$ cat config.mk
export PLATFORM = sky130hd
export DESIGN_NAME = pipelined_shift_add_mult
export DESIGN_NICKNAME = d
export VERILOG_FILES = /design/src/rtl/pipelined_shift_add_mult.sv
export SDC_FILE = /design/constraint.sdc
export NUM_CORES = 1
export LEC_CHECK = 0
export BUFFER_PORTS_ARGS = -buffer_cell sky130_fd_sc_hd__clkbuf_2
export CAP_MARGIN = 20
export CORE_MARGIN = 1
export CORE_UTILIZATION = 60
export DETAILED_ROUTE_END_ITERATION = 16
export PLACE_DENSITY = 0.79
export SYNTH_ARGS = -nofsm -noshare
export SYNTH_HDL_FRONTEND = slang
export SYNTH_SLANG_ARGS = --single-unit
$ cat constraint.sdc
create_clock -name clk -period 5.66 [get_ports clk]
set_input_delay 1.132 -clock clk [delete_from_list [all_inputs] [get_ports clk]]
set_output_delay 1.132 -clock clk [all_outputs]
set_load 0.03 [all_outputs]
$ cat src/rtl/pipelined_shift_add_mult.sv
// pipelined_shift_add_mult: valid/ready shift-and-add multiplier with a registered adder tree.
// Partial products are stored in one flat array: level k begins at 2N-(2N>>k).
module pipelined_shift_add_mult #(
  parameter int A_W = 16,
  parameter int B_W = 4
) (
  input  logic               clk,
  input  logic               reset,
  input  logic               in_valid,
  output logic               in_ready,
  input  logic [A_W-1:0]     A,
  input  logic [B_W-1:0]     B,
  input  logic               in_signed,
  output logic               out_valid,
  input  logic               out_ready,
  output logic [A_W+B_W-1:0] outProduct
);
  localparam int P_W = A_W + B_W;
  localparam int LAT = 1 + $clog2(B_W);
  localparam int LVL = LAT - 1;
  localparam int N   = 1 << LVL;
  localparam int T   = 2 * N - 1;
  logic           w_adv;
  logic [P_W-1:0] w_ax;
  logic [P_W-1:0] w_nx [T];
  logic [P_W-1:0] r_t  [T];
  logic [LVL:0]   r_v;
  assign w_adv     = ~out_valid | out_ready;
  assign in_ready  = w_adv;
  assign w_ax      = {{B_W{in_signed & A[A_W-1]}}, A};
  assign out_valid = r_v[LVL];
  assign outProduct = r_t[T-1];
  // The top multiplier bit carries negative weight in two's complement mode.
  always_comb begin
    w_nx = r_t;
    for (int i = 0; i < N; i++) w_nx[i] = '0;
    for (int i = 0; i < B_W - 1; i++) w_nx[i] = B[i] ? (w_ax << i) : '0;
    w_nx[B_W-1] = B[B_W-1] ? (in_signed ? -(w_ax << (B_W-1)) : (w_ax << (B_W-1))) : '0;
    for (int k = 1; k <= LVL; k++)
      for (int j = 0; j < (N >> k); j++)
        w_nx[2*N - ((2*N) >> k) + j] = r_t[2*N - ((4*N) >> k) + 2*j] + r_t[2*N - ((4*N) >> k) + 2*j + 1];
  end
  always_ff @(posedge clk or posedge reset)
    if (reset) begin
      r_v <= '0;
      r_t <= '{default: '0};
    end else if (w_adv) begin
      r_v <= {r_v[LVL-1:0], in_valid};
      r_t <= w_nx;
    end
endmodule

==> metrics.csv <==
stage;metric;value;unit
critical_path;Setup crit end;in_ready;
placement;DP Cell Count;1058;
finish;post-route insts no fill;1090;
critical_path;crit-path leading delay family;buffers and inverters;
sta;final hold vios;0;
clock_tree;CTS tree;done;
critical_path;Worst setup SP type;input pin;
detailed_routing;vias;6417;
power_and_ir_drop;Comb power frac;0.436;
detailed_routing;TritonRoute pass-1 iters;5;
critical_path;Crit Reg-Reg Endpoint;outProduct[14];
yosys;Synth Area per Inst;8.68;um^2
sta;Tmin final;3.21;ns
floorplan;I/O Pins;47;
critical_path;worst-path cell chain;clkbuf_2 > nor2b_4 > buf_4 > clkinv_2 > clkbuf_2;
grt;GR Util All Layers;0.275;
yosys;Post-Syn Nets;979;
yosys;Post-Syn Area;7820;um^2
power_and_ir_drop;Psw;1.83;mW
placement;I/O Buffers;46;
yosys;top_reg_cell synth;dfrtp_1;
sta;setup violators final;0;
yosys;sequential share of the synthesized area;0.413;
detailed_routing;DR vias/cell;5.89;
detailed_routing;Routed Antenna Nets;0;
floorplan;core area;12700;um^2
floorplan;Die Width;116;um
critical_path;CP Max Fanout;48;
critical_path;CP max-delay cell;buf_4;
sta;Final TNS setup;0;ns
critical_path;Setup crit end kind;output port;
finish;layout cells sized above 1;0.105;
finish;n_diodes;0;
critical_path;Worst path max stage delay;0.42;ns
run;Max Cap Viol;0;
floorplan;Die ar.;13500;um^2
sta;Max Fclk;311;MHz
floorplan;chip height;116;um
detailed_routing;Routed WL per cell;15.6;um
sta;Slew @ Worst Pin;0.902;ns
clock_tree;clock root cell;clkbuf_16;
yosys;Async SR Flop Fraction;1.00;
sta;final max-slew violation count;0;
clock_tree;H-tree depth;4;
floorplan;Initial Util;0.617;
power_and_ir_drop;Int Pwr;2.83;mW
sta;Final Skew;0.00635;ns
detailed_routing;DR iter-0 viols;378;
sta;part of the cycle the worst path needs;0.568;
critical_path;Reg2Reg Setup Slack;2.83;ns
grt;largest net degree at the start of global routing;93;
detailed_routing;Detailed Route WL;17.0;mm
sta;RSZ-0062 raised after global routing;no;
finish;P&R area growth vs syn;10.8;%
critical_path;cell depth of the worst setup path;5;
clock_tree;CTS Buf Count;17;
clock_tree;clk sinks;129;
clock_tree;# resized after CTS;0;
power_and_ir_drop;Switching Fraction;0.393;
sta;Slew headroom;0.399;
yosys;Syn Inst Count;900;
clock_tree;# hold bufs at CTS;0;
power_and_ir_drop;pwr/cell area;538;nW/um^2
clock_tree;clk slew on worst S/H paths;0.06;ns
critical_path;Worst EP arrival;2.08;ns
power_and_ir_drop;peak supply drop;0.000280;V
grt;first-pass GRT wire length;28.8;mm
critical_path;FF-to-FF Start;r_t[22];
yosys;number of flops mapped to enable cells by yosys;0;
status;outcome;completed;
grt;GR Overflow Total;0;
yosys;YS warnings;0;
critical_path;CP Data Required Time;4.53;ns
power_and_ir_drop;leakage dissipation;4.29;nW
critical_path;FF-to-FF path depth;8;
grt;initial antenna violation count;0;
detailed_routing;DR DRC count;0;
yosys;register bit count reported by yosys;129;
finish;Layout fillers;1036;
clock_tree;worst skew pair latency;0.42;ns
floorplan;# rows;41;
finish;nets@finish;984;
critical_path;Critical path buffers and inverters;4;
power_and_ir_drop;clock network power share;0.263;
critical_path;most frequent CP cell;clkbuf_2;
yosys;post-synth cell types;63;
critical_path;WS Path Type;input pin to output port;
clock_tree;CTS Buffer Depth;2;
clock_tree;# Post-CTS Setup Buffers;0;
hold_path;hold crit path type;flop to flop;
placement;HPWL Detailed;11.8;mm
placement;Placer Congestion;0.909;
critical_path;Worst Setup SP;out_ready;
grt;number of global-route vias before repair;5983;
power_and_ir_drop;Flop pwr share;0.302;
worst min-delay path by stage:
stage,from,end,slack (ns),cells past startpoint
after floorplan,r_v[1],r_v[1],0.43,2
after global placement,r_v[1],r_v[1],0.44,2
after detailed placement,r_v[1],r_v[1],0.45,2
after CTS,r_v[0],r_v[0],0.47,2
after global routing,r_t[85],r_t[85],0.49,2
final,r_v[1],r_v[1],0.46,2
worst min-delay path, cell delays in order, from the launching register on:
cell and delay [ns]:
dfrtp_1 0.34, nand2_1 0.05, nand2_1 0.04
logic make-up after synthesis:
group           share of synthesized area
compound gates                      0.180
simple gates                        0.218
mux                               0.00256
fa+ha+maj                          0.0893
flops                               0.413
buf+inv                            0.0514
xor+xnor                           0.0459
state kept, by name, summed over array words and instances (netlist names):
signal	flops
r_v	3
r_t	106
outProduct	20
Yosys cell counts, drive strengths merged (7+ instances only):
master | count | share of area
a211o | 8 | 0.0090
a211oi | 8 | 0.0077
a21o | 17 | 0.016
a21oi | 54 | 0.035
and3 | 9 | 0.0072
buf | 34 | 0.027
clkbuf | 32 | 0.015
dfrtp | 129 | 0.41
ha | 51 | 0.082
inv | 18 | 0.0086
nand2 | 197 | 0.095
nand3 | 64 | 0.041
nor2 | 43 | 0.021
nor3 | 14 | 0.0090
o21a | 13 | 0.012
o21ai | 51 | 0.033
o21bai | 7 | 0.0067
o31ai | 10 | 0.010
xnor2 | 15 | 0.017
xor2 | 26 | 0.029
power by group through the flow:
stage	Combinational (mW)	Clock, mW	Sequential [mW]
global placement	1.97	0	1.41
floorplan	1.70	0	1.37
detailed placement	2.00	0	1.42
global route	2.28	1.28	1.45
finish	2.03	1.22	1.41
CTS	2.03	1.24	1.41
final cells by class:
cell class | instances | area [um^2] | share of cell area
clock buffers | 20 | 467 | 0.0539
clock inverters | 12 | 203 | 0.0234
inverters | 19 | 75.1 | 0.00867
multi-input cells | 686 | 4190 | 0.484
flip-flops and latches | 129 | 3230 | 0.373
well taps | 172 | 215 | 0.0249
repair buffers | 52 | 275 | 0.0318
layout by cell type (no fill, tap or decap), drive strengths merged, types with 6 or more instances in the layout:
cell and instances:
xor2 26, a211o 8, o31ai 10, nor3 14, o21a 13, nor3b 6
clkbuf 66, and3 9, a211oi 8, buf 6, xnor2 15, dfrtp 129
nand3 64, o21bai 7, nand2 197, o21ai 51, a221oi 6, ha 51
inv 20, and2 6, a21o 17, nor2 43, a21oi 54
metrics by stage:
stage	hold slack, ns	setup WS (ns)	area, um^2	power (mW)	utilization
after floorplan	0.430	1.09	7820	3.07	-
after global placement	0.443	2.23	7990	3.38	0.630
after detailed placement	0.447	2.22	7990	3.42	0.630
after CTS	0.468	2.42	8660	4.68	0.683
after global routing	0.486	2.38	8660	5.01	0.683
final	0.462	2.45	8660	4.66	0.683
per-layer routing:
metal | vias to the layer above | part of all wire | GRT usage
li1 | 3169 | - | -
met1 | 3053 | 0.47 | 0.378
met2 | 175 | 0.47 | 0.444
met3 | 20 | 0.045 | 0.0483
met4 | 0 | 0.014 | 0.0915
met5 | - | 0 | 0
Power figures use the tool's default switching activity.
